==> src/rtl/mult_pkg.sv <==
// Shared definitions for the shift-and-add multiplier: FSM state encoding
// and the step-counter width helper.
package mult_pkg;

    typedef enum logic [1:0] {
        ST_IDLE = 2'd0,
        ST_RUN  = 2'd1,
        ST_DONE = 2'd2
    } state_e;

    // Counter must hold values 0..width inclusive.
    function automatic int cnt_width(input int width);
        return $clog2(width + 1);
    endfunction

endpackage

==> src/rtl/kogge_stone_adder.sv <==
// Parallel-prefix (Kogge-Stone) adder: WIDTH-bit sum plus carry-out.
// Each prefix level lives in its own generate scope so no vector feeds itself.
module kogge_stone_adder #(
    parameter int WIDTH = 8
) (
    input  logic [WIDTH-1:0] a_i,
    input  logic [WIDTH-1:0] b_i,
    input  logic             cin_i,
    output logic [WIDTH-1:0] sum_o,
    output logic             cout_o
);

    localparam int LVL = $clog2(WIDTH);

    logic [WIDTH:0] carry;

    for (genvar k = 0; k <= LVL; k++) begin : g_lvl
        logic [WIDTH-1:0] gg;
        logic [WIDTH-1:0] pp;

        if (k == 0) begin : g_init
            assign gg = a_i & b_i;
            assign pp = a_i ^ b_i;
        end else begin : g_comb
            localparam int DIST = 1 << (k - 1);
            for (genvar i = 0; i < WIDTH; i++) begin : g_bit
                if (i >= DIST) begin : g_merge
                    assign gg[i] = g_lvl[k-1].gg[i]
                                 | (g_lvl[k-1].pp[i] & g_lvl[k-1].gg[i-DIST]);
                    assign pp[i] = g_lvl[k-1].pp[i] & g_lvl[k-1].pp[i-DIST];
                end else begin : g_pass
                    assign gg[i] = g_lvl[k-1].gg[i];
                    assign pp[i] = g_lvl[k-1].pp[i];
                end
            end
        end
    end

    // After the last level gg/pp span bit 0..i, so cin folds in with one AND-OR.
    assign carry[0]       = cin_i;
    assign carry[WIDTH:1] = g_lvl[LVL].gg | (g_lvl[LVL].pp & {WIDTH{cin_i}});

    assign sum_o  = g_lvl[0].pp ^ carry[WIDTH-1:0];
    assign cout_o = carry[WIDTH];

endmodule

==> src/rtl/shift_add_multiplier.sv <==
// Sequential radix-2 shift-and-add unsigned multiplier, WIDTH x WIDTH -> 2*WIDTH.
// Optional SHIFT_ADD_MULT_ZERO_BYPASS_EN: zero operands skip straight to DONE.
module shift_add_multiplier
    import mult_pkg::*;
#(
    parameter int WIDTH = 8
) (
    input  logic               clk,
    input  logic               rst,
    input  logic               in_valid,
    output logic               in_ready,
    input  logic [WIDTH-1:0]   a,
    input  logic [WIDTH-1:0]   b,
    output logic               out_valid,
    input  logic               out_ready,
    output logic [2*WIDTH-1:0] product,
    output logic               busy
);

    localparam int CNT_W = cnt_width(WIDTH);

    state_e             state_q,  state_d;
    logic [WIDTH-1:0]   acc_q,    acc_d;
    logic [WIDTH-1:0]   mcand_q,  mcand_d;
    logic [WIDTH-1:0]   mplier_q, mplier_d;
    logic [CNT_W-1:0]   cnt_q,    cnt_d;

    logic [WIDTH-1:0]   addend;
    logic [WIDTH-1:0]   psum;
    logic               pcarry;

    assign addend = mplier_q[0] ? mcand_q : '0;

    kogge_stone_adder #(
        .WIDTH (WIDTH)
    ) u_adder (
        .a_i    (acc_q),
        .b_i    (addend),
        .cin_i  (1'b0),
        .sum_o  (psum),
        .cout_o (pcarry)
    );

    always_ff @(posedge clk or posedge rst) begin
        if (rst) begin
            state_q  <= ST_IDLE;
            acc_q    <= '0;
            mcand_q  <= '0;
            mplier_q <= '0;
            cnt_q    <= '0;
        end else begin
            state_q  <= state_d;
            acc_q    <= acc_d;
            mcand_q  <= mcand_d;
            mplier_q <= mplier_d;
            cnt_q    <= cnt_d;
        end
    end

    always_comb begin
        state_d  = state_q;
        acc_d    = acc_q;
        mcand_d  = mcand_q;
        mplier_d = mplier_q;
        cnt_d    = cnt_q;
        case (state_q)
            ST_IDLE: begin
                if (in_valid) begin
                    mcand_d  = a;
                    mplier_d = b;
                    acc_d    = '0;
                    cnt_d    = '0;
                    state_d  = ST_RUN;
`ifdef SHIFT_ADD_MULT_ZERO_BYPASS_EN
                    if (a == '0 || b == '0) begin
                        mplier_d = '0;
                        state_d  = ST_DONE;
                    end
`endif
                end
            end
            ST_RUN: begin
                // {carry, sum, mplier} >> 1: the carry lands in the acc MSB.
                acc_d    = {pcarry, psum[WIDTH-1:1]};
                mplier_d = {psum[0], mplier_q[WIDTH-1:1]};
                cnt_d    = cnt_q + CNT_W'(1);
                if (cnt_q == CNT_W'(WIDTH - 1)) begin
                    state_d = ST_DONE;
                end
            end
            ST_DONE: begin
                if (out_ready) begin
                    state_d = ST_IDLE;
                end
            end
            default: begin
                state_d = ST_IDLE;
            end
        endcase
    end

    assign in_ready  = (state_q == ST_IDLE);
    assign out_valid = (state_q == ST_DONE);
    assign busy      = (state_q == ST_RUN);
    assign product   = {acc_q, mplier_q};

endmodule
==> config.mk <==
export PLATFORM = sky130hd
export DESIGN_NAME = shift_add_multiplier
export DESIGN_NICKNAME = d
export VERILOG_FILES = /design/src/rtl/mult_pkg.sv /design/src/rtl/kogge_stone_adder.sv /design/src/rtl/shift_add_multiplier.sv
export SDC_FILE = /design/constraint.sdc
export NUM_CORES = 1
export LEC_CHECK = 0
export CORE_MARGIN = 2
export CORE_UTILIZATION = 35
export CTS_BUF_LIST = sky130_fd_sc_hd__clkbuf_8
export DETAILED_ROUTE_END_ITERATION = 16
export MAX_ROUTING_LAYER = met4
export PLACE_DENSITY = 0.68
export SLEW_MARGIN = 20
export SYNTH_ARGS = -nofsm -noshare
export SYNTH_HDL_FRONTEND = slang
export SYNTH_SLANG_ARGS = --single-unit
export TNS_END_PERCENT = 100
==> constraint.sdc <==
create_clock -name clk -period 2.7 [get_ports clk]
set_clock_uncertainty 0.05 [all_clocks]
set_input_delay 0.54 -clock clk [delete_from_list [all_inputs] [get_ports clk]]
set_output_delay 0.54 -clock clk [all_outputs]
set_load 0.01 [all_outputs]
==> results.tsv, run 1 <==
stage	metric	value	unit
outcome	outcome	complete, no violations	
job	drv_cap	0	
layout	mostFrequentLayoutCells	nand2_1, clkdlybuf4s50_1, dfrtp_1, nor2_1	
critical_path	cp.arrival	2370	ps
routing	routed_wl	3.62	mm
place	io_buffers	38	
layout	diodes	0	
timing	fmax	443	MHz
place	dpl.cell_count	266	
timing	setup_violations	0	
routing	dr.pass1.iters	4	
clock_network	htreeDepth	2	
logic_synthesis	synth.avg_cell_area	8.99	sq um
floorplanning	ios	39	
routing	drt_iter0_markers	97	
floorplanning	die_width	72.0	um
pwr	p_per_area	1240	nW/um^2
critical_path	r2r_end	acc_q[7]$_DFFE_PP0P_	
logic_synthesis	yosysWarnings	0	
clock_network	holdBufCountCts	0	
floorplanning	initial_core_util	36.7	%
floorplanning	die_h	72.0	um
place	gp_congestion	0.746	
critical_path	reg2reg_slack	440	ps
floorplanning	row_count	24	
logic_synthesis	synth_top_area_cell	dfrtp_1	
timing	final-hold-violation-count	0	
place	place_hpwl	2.49	mm
logic_synthesis	synthTopCellsByArea	dfrtp_1, nand2_1, ha_1	
layout	area_growth	32.4	%
layout	finalInstanceArea	2140	sq um
logic_synthesis	synth_compound_area_share	16.2	%
clock_network	root_buffer	clkbuf_8	
grt	grt_pass1_vias	1365	
logic_synthesis	syn_inst	180	
logic_synthesis	synth-seq-area-share	46.4	%
layout	drive_gt1_share	6.76	%
timing	post-route-period-util	83.5	%
routing	drc	0	
worst_hold_path	whs_endpoint	mcand_q[2]$_DFFE_PP0P_	
worst_hold_path	hold_path_class	flop to flop	
grt	antenna_found_initial	0	
layout	mostFrequentLayoutCell	nand2_1	
worst_hold_path	hold_path_depth	2	
critical_path	worstPathRequired	2820	ps
logic_synthesis	synthSimpleGateAreaFrac	22.5	%
timing	rsz0062_at_grt	no	
critical_path	worstPathCellList	and2_1 > ha_1 > fa_1 > a21o_2 > a221oi_2 > o21ai_1 > a22o_1	
routing	viasPerCell	4.98	
clock_network	clock_latency	280	ps
layout	fin_nets	251	
clock_network	cts.sinks	30	
critical_path	end_kind	flop	
place	dp_slack	450	ps
critical_path	rr_worst_depth	7	
timing	finalCriticalPeriod	2260	ps
grt	grt_max_degree	33	
logic_synthesis	syn_nets	210	
timing	layout_setup_ws	445	ps
floorplanning	core-area	4410	sq um
logic_synthesis	synth-seq-cells	30	
place	placed_area	2050	sq um
clock_network	cts_tree	yes	
routing	vias	1364	
clock_network	clkTransAtPathRegs	60	ps
timing	tightestPinTransition	747	ps
clock_network	clk_path_buf_depth	2	
floorplanning	dieArea	5190	sq um
grt	grt_pass1_wl	6.28	mm
critical_path	path_class	flop to flop	
logic_synthesis	synth_cell_types	35	
clock_network	postCtsSetupBuffers	0	
logic_synthesis	syn_area	1620	sq um
worst_hold_path	min_from	mcand_q[2]$_DFFE_PP0P_	
routing	routedWlPerCell	13.2	um
critical_path	worstPathMaxFanout	10	
logic_synthesis	synth_top_area_share	46.4	%
clock_network	cts_buffers	5	
pwr	leakage	0.000995	uW
logic_synthesis	synth_fa_ha_area_share	8.19	%
timing	slew_viol_final	0	
layout	fin_cells	274	
routing	ant_nets	0	
pwr	total_power	2660	uW
clock_network	cts-resized-gates	0	
logic_synthesis	synth_top_family_by_area	simple AND/OR/NAND/NOR gates	
grt	track_usage	16.1	%
timing	finalSetupTns	0	ps
critical_path	crit_slowest_cell	dfrtp_1	
timing	worst_slew_margin_rel	50.1	%
critical_path	start_kind	flop	
logic_synthesis	synthMuxAreaShare	1.31	%
logic_synthesis	synth_xor_area_share	2.16	%
grt	overflow	0	
critical_path	slowest_delay	470	ps
pwr	ir_drop	0.000439	V
critical_path	reg2reg_from	mplier_q[0]$_DFFE_PP0P_	
[cell usage after synthesis, drive strengths merged]
library cell and n:
nand2 51, dfrtp 30, nor2 12, o21ai 12, and2 9, ha 9, a31oi 8, buf 5
inv 5, a21oi 4, nand3 4, a21o 3, a22o 3, nand2b 3, xnor2 3, a211oi 2
and3 2, clkbuf 2, o2111ai 2, a221oi 1, a2bb2oi 1, fa 1, mux2 1, mux2i 1
nand4 1, nor2b 1, o21bai 1, o32ai 1, or4 1, xor2 1
[sequential cells by signal, summed over array words and instances, names as in the netlist]
register / count
cnt_q: 4
state_q: 2
acc_q: 8
mplier_q: 8
mcand_q: 8
[through the flow]
stage / util [%] / hold WS (ps)
6_report: 48.6 / 419
5_1_grt: 48.6 / 454
4_1_cts: 48.6 / 427
3_5_place_dp: 46.5 / 411
3_3_place_gp: 46.5 / 407
2_1_floorplan: - / 387
[logic make-up after synthesis]
group,Yosys count
flip-flops,30
buffers and inverters,12
multiplexers,2
adder cells (fa/ha/maj),10
AND/OR/NAND/NOR,84
XOR/XNOR,4
AO/OA/AOI/OAI,38
[worst max-delay path by stage]
stage                             from                    to  slack (ps)  depth (start not counted)
2_1_floorplan  mplier_q[0]$_DFFE_PP0P_  acc_q[7]$_DFFE_PP0P_         570                          7
3_3_place_gp   mplier_q[0]$_DFFE_PP0P_  acc_q[7]$_DFFE_PP0P_         460                          7
3_5_place_dp   mplier_q[0]$_DFFE_PP0P_  acc_q[7]$_DFFE_PP0P_         450                          7
4_1_cts         state_q[1]$_DFFE_PP0P_                  busy         420                          3
5_1_grt        mplier_q[0]$_DFFE_PP0P_  acc_q[7]$_DFFE_PP0P_         320                          7
6_report       mplier_q[0]$_DFFE_PP0P_  acc_q[7]$_DFFE_PP0P_         440                          7
[final cells by class]
class	instances	area [sq um]
clock buffers	6	82.6
clock inverters	2	8.76
fillers	420	2270
inverters	5	18.8
multi-input cells	138	815
flip-flops and latches	30	751
well taps	52	65.1
repair buffers	41	403
[where the power goes]
group	total (uW)	internal (uW)	switching (uW)
Sequential	847	673	174
Combinational	1440	711	733
Clock	371	202	170
[per-layer routing]
layer  wire length [um]  track usage (%)
met5                  0                -
met4                 27             3.77
met3                156             5.42
met2               1630             24.0
met1               1800             21.4
[worst max-delay path: cells and delay by family, from the launching register on]
family	cells	cell delay, ps
AOI/OAI and AO/OA	4	810
adders and majority gates	2	630
DFF	1	470
and+or+nand+nor	1	180
Power figures use the tool's default switching activity.
==> inputs of run 2 (changes only) <==
==> constraint.sdc (replaced) <==
create_clock -name clk -period 2.4 [get_ports clk]
set_clock_uncertainty 0.05 [all_clocks]
set_input_delay 0.48 -clock clk [delete_from_list [all_inputs] [get_ports clk]]
set_output_delay 0.48 -clock clk [all_outputs]
set_load 0.01 [all_outputs]
==> run 2 against run 1 <==
Final cell count increased by 0.73%. Flip-flop and latch count stayed put. Worst setup slack lost 230 ps. Hold slack about the same. Sequential power rose by 11%. First-iteration DRC count is 14% lower. Die area is the same. Register-to-register slack got worse by 220 ps. Largest cell class unchanged. Largest power group unchanged.
==> results.tsv, run 2 (synthesis gave the netlist of run 1 again) <==
stage	metric	value	unit
outcome	outcome	complete, no violations	
floorplanning	die_h	72.0	um
layout	area_growth	33.6	%
timing	post-route-period-util	91.2	%
routing	routed_wl	3.71	mm
layout	fin_util	49.0	%
clock_network	clock_latency	280	ps
critical_path	start_kind	flop	
critical_path	slowest_delay	600	ps
worst_hold_path	hold_path_depth	2	
routing	dr_wl_met2	1.76	mm
layout	fin_nets	254	
routing	ant_nets	0	
clock_network	clk_path_buf_depth	2	
critical_path	path_buf_inv	2	
timing	rsz0062_at_grt	no	
clock_network	cts.sinks	30	
grt	overflow	0	
floorplanning	core-area	4410	sq um
layout	fin_cells	276	
layout	drive_gt1_share	7.14	%
routing	dr.pass1.iters	4	
clock_network	postCtsSetupBuffers	0	
critical_path	path_class	flop to output pin	
clock_network	holdBufCountCts	0	
worst_hold_path	hold_path_class	flop to flop	
pwr	leakage	0.00101	uW
routing	wl_met3	140	um
critical_path	crit_slowest_cell	clkdlybuf4s50_1	
clock_network	clkTransAtPathRegs	60	ps
place	gp_congestion	0.769	
pwr	swShare	40.7	%
routing	routedWlPerCell	13.4	um
pwr	pwr-share-seq	31.2	%
layout	mostFrequentLayoutCells	nand2_1, clkdlybuf4s50_1, dfrtp_1, nor2_1	
critical_path	cp.arrival	1660	ps
pwr	combPwrFrac	56.4	%
pwr	internal_power	1780	uW
routing	drc	0	
timing	finalSetupTns	0	ps
pwr	p_per_area	1390	nW/um^2
place	place_hpwl	2.64	mm
critical_path	crit_family	buffers and inverters	
floorplanning	dieArea	5190	sq um
routing	drt_iter0_markers	83	
critical_path	path_depth	3	
floorplanning	initial_core_util	36.7	%
clock_network	cts_tree	yes	
floorplanning	row_count	24	
critical_path	rr_worst_depth	7	
grt	grt_pass1_vias	1310	
grt	track_usage	16.1	%
timing	fmax	457	MHz
grt	antenna_found_initial	0	
critical_path	worstPathCellList	nand2b_1 > inv_1 > clkdlybuf4s50_1	
layout	diodes	0	
timing	tightestPinTransition	435	ps
timing	finalCriticalPeriod	2190	ps
pwr	power.switching	1220	uW
clock_network	htreeDepth	2	
routing	viasPerCell	4.97	
floorplanning	ios	39	
layout	layout_top_registers	acc_q x8, mcand_q x8, mplier_q x8	
timing	setup_violations	0	
routing	vias	1373	
routing	wl_met1	1.77	mm
critical_path	worstPathRequired	1870	ps
timing	layout_setup_ws	212	ps
pwr	ir_drop	0.000623	V
layout	mostFrequentLayoutCell	nand2_1	
pwr	p_clk_share	12.4	%
job	drv_cap	0	
clock_network	cts-resized-gates	0	
place	dpl.cell_count	269	
place	dp_slack	267	ps
critical_path	worstPathMaxFanout	7	
timing	whs	419	ps
timing	final-hold-violation-count	0	
timing	slew_viol_final	0	
place	io_buffers	38	
grt	grt_pass1_wl	6.26	mm
clock_network	root_buffer	clkbuf_8	
grt	grt_max_degree	33	
timing	worst_slew_margin_rel	70.9	%
critical_path	end_kind	output pin	
floorplanning	die_width	72.0	um
clock_network	cts_buffers	5	
routing	routed.top_layer	met4	
-- run 2: power groups by stage --
| stage | logic (uW) | clock network [uW] | registers, uW |
|---|---|---|---|
| 3_3_place_gp | 1660 | 0 | 946 |
| 4_1_cts | 1700 | 385 | 937 |
| 3_5_place_dp | 1700 | 0 | 940 |
| 2_1_floorplan | 1050 | 0 | 974 |
| 6_report | 1690 | 372 | 936 |
| 5_1_grt | 1900 | 407 | 971 |
-- run 2: worst paths after layout --
check                                  startpoint                     end  slack [ps]
max in group asynchronous                     rst  mcand_q[5]$_DFFE_PP0P_        1480
min                        mcand_q[2]$_DFFE_PP0P_  mcand_q[2]$_DFFE_PP0P_         420
min reg2reg                mcand_q[2]$_DFFE_PP0P_  mcand_q[2]$_DFFE_PP0P_         420
min in group asynchronous                     rst  state_q[0]$_DFFE_PP0P_         520
max                        state_q[1]$_DFFE_PP0P_                    busy         210
max reg2reg                mcand_q[0]$_DFFE_PP0P_    acc_q[7]$_DFFE_PP0P_         220
-- run 2: area by class of cell --
type                    count  area [sq um]
repair buffers             44           438
inverters                   5          18.8
clock buffers               5          68.8
clock inverters             2          7.51
multi-input cells         138           815
fillers                   418          2250
well taps                  52          65.1
flip-flops and latches     30           751
-- run 2: worst reg2reg max path: stages (launching register included) --
cell and delay, ps:
dfrtp_1 380, and2_1 160, ha_1 220, fa_1 410, a21o_2 220, a221oi_2 310
o21ai_1 120, a22o_1 200
-- run 2: metal layers --
metal | up-vias | global-route usage [%]
met4 | 0 | 7.55
li1 | 702 | -
met5 | - | -
met1 | 641 | 21.2
met2 | 25 | 23.5
met3 | 5 | 3.61
-- run 2: stage by stage --
stage               area (sq um)  total power [uW]
global placement            2090              2610
detailed placement          2090              2640
floorplan                   1620              2020
CTS                         2160              3030
finish                      2160              3000
global route                2160              3280
==> inputs of run 3 (changes only) <==
--- a/config.mk
+++ b/config.mk
@@ -11,6 +11,7 @@
 export DETAILED_ROUTE_END_ITERATION = 16
 export MAX_ROUTING_LAYER = met4
 export PLACE_DENSITY = 0.68
+export RECOVER_POWER = 100
 export SLEW_MARGIN = 20
 export SYNTH_ARGS = -nofsm -noshare
 export SYNTH_HDL_FRONTEND = slang
==> run 3 against run 2 <==
Final area decreased by 0.69%. Via count up 1.5%. Combinational power shrank 5%. Non-clock buffer count stayed put. Critical path type unchanged. Highest routed layer unchanged.
==> results.tsv, run 3 (synthesis gave the netlist of run 1 again) <==
stage	metric	value	unit
grt	antenna_found_initial	0	
pwr	total_power	2910	uW
clock_network	clock_latency	280	ps
clock_network	root_buffer	clkbuf_8	
critical_path	crit_end	busy	
clock_network	holdBufCountCts	0	
routing	drc	0	
clock_network	clkTransAtPathRegs	60	ps
routing	drt_iter0_markers	75	
pwr	ir_drop	0.000610	V
routing	routed_wl	3.69	mm
timing	whs	419	ps
timing	slew_viol_final	0	
routing	routedWlPerCell	13.4	um
timing	finalSetupTns	0	ps
timing	rsz0062_at_grt	no	
place	io_buffers	38	
critical_path	startpoint	state_q[1]$_DFFE_PP0P_	
grt	overflow	0	
timing	final-hold-violation-count	0	
floorplanning	ios	39	
clock_network	cts_buffers	5	
layout	multi_input_area	810	sq um
routing	viasPerCell	5.05	
clock_network	postCtsSetupBuffers	0	
place	place_hpwl	2.64	mm
layout	area_growth	32.7	%
layout	fin_nets	254	
critical_path	path_class	flop to output pin	
layout	regArea	751	sq um
critical_path	reg2reg_slack	210	ps
floorplanning	dieArea	5190	sq um
critical_path	reg2reg_from	mplier_q[0]$_DFFE_PP0P_	
routing	ant_nets	0	
timing	worst_slew_margin_rel	48.8	%
grt	grt_pass1_vias	1310	
pwr	p_per_area	1360	nW/um^2
routing	vias	1393	
critical_path	cp.arrival	1720	ps
clock_network	cts-resized-gates	0	
clock_network	cts.sinks	30	
worst_hold_path	hold_path_class	flop to flop	
floorplanning	core-area	4410	sq um
layout	mostFrequentLayoutCells	nand2_1, dfrtp_1, dlygate4sd3_1, clkdlybuf4s50_1, nor2_1	
floorplanning	die_width	72.0	um
critical_path	start_kind	flop	
layout	diodes	0	
layout	mostFrequentLayoutCell	nand2_1	
layout	drive_gt1_share	5.80	%
layout	fillers	420	
critical_path	r2r_end	acc_q[7]$_DFFE_PP0P_	
layout	layout_top_registers	acc_q x8, mcand_q x8, mplier_q x8	
outcome	outcome	complete, no violations	
timing	tightestPinTransition	768	ps
critical_path	rr_worst_depth	7	
timing	setup_violations	0	
grt	grt_pass1_wl	6.26	mm
grt	grt_max_degree	33	
critical_path	worstPathRequired	1870	ps
place	gp_congestion	0.769	
timing	fmax	445	MHz
critical_path	worstPathMaxFanout	7	
routing	dr.pass1.iters	4	
floorplanning	die_h	72.0	um
timing	finalCriticalPeriod	2250	ps
grt	track_usage	16.1	%
job	drv_cap	0	
floorplanning	row_count	24	
floorplanning	initial_core_util	36.7	%
clock_network	htreeDepth	2	
clock_network	clk_path_buf_depth	2	
layout	fin_util	48.7	%
critical_path	end_kind	output pin	
pwr	leakage	0.00101	uW
timing	post-route-period-util	93.6	%
clock_network	cts_tree	yes	
==> run 3: worst min-delay path by stage <==
stage                           startpoint                      to  slack [ps]  cells after the start
global route        mcand_q[3]$_DFFE_PP0P_  mcand_q[3]$_DFFE_PP0P_         440                      2
detailed placement  mcand_q[2]$_DFFE_PP0P_  mcand_q[2]$_DFFE_PP0P_         410                      2
floorplan           mcand_q[1]$_DFFE_PP0P_  mcand_q[1]$_DFFE_PP0P_         390                      2
finish              mcand_q[2]$_DFFE_PP0P_  mcand_q[2]$_DFFE_PP0P_         420                      2
CTS                 mcand_q[2]$_DFFE_PP0P_  mcand_q[2]$_DFFE_PP0P_         420                      2
global placement    mcand_q[5]$_DFFE_PP0P_  mcand_q[5]$_DFFE_PP0P_         410                      2
==> run 3: cell type report <==
type	count	area share [%]
Clock inverter	2	0.349
Tap cell	52	3.03
Multi-Input combinational cell	138	37.7
Sequential cell	30	34.9
Timing Repair Buffer	44	19.9
Clock buffer	5	3.20
Inverter	5	0.874
==> run 3: worst max-delay path, stage by stage, from the launching register on <==
cell           delay (ps)
dfrtp_1               410
nand2b_1              170
inv_1                 200
dlygate4sd3_1         660
==> run 3: stage by stage <==
step | setup slack [ps] | cells | instance area (sq um)
detailed placement | 267 | 269 | 2090
finish | 153 | 276 | 2150
global placement | 288 | 269 | 2090
CTS | 183 | 276 | 2160
floorplan | 265 | 180 | 1620
global route | 69.4 | 276 | 2150
==> run 3: routing by layer <==
layer	GRT usage (%)	routed length (um)	up-vias	share of wire, %
met5	-	0	-	0
met4	7.55	54	0	1.5
met3	3.61	138	7	3.7
met2	23.5	1700	30	46
met1	21.2	1800	653	49
li1	-	-	703	-
==> run 3: where the power goes <==
group / total [uW] / switching (uW) / internal (uW)
registers: 930 / 173 / 757
clock network: 372 / 181 / 191
logic: 1610 / 851 / 762
total: 2910 / 1200 / 1710
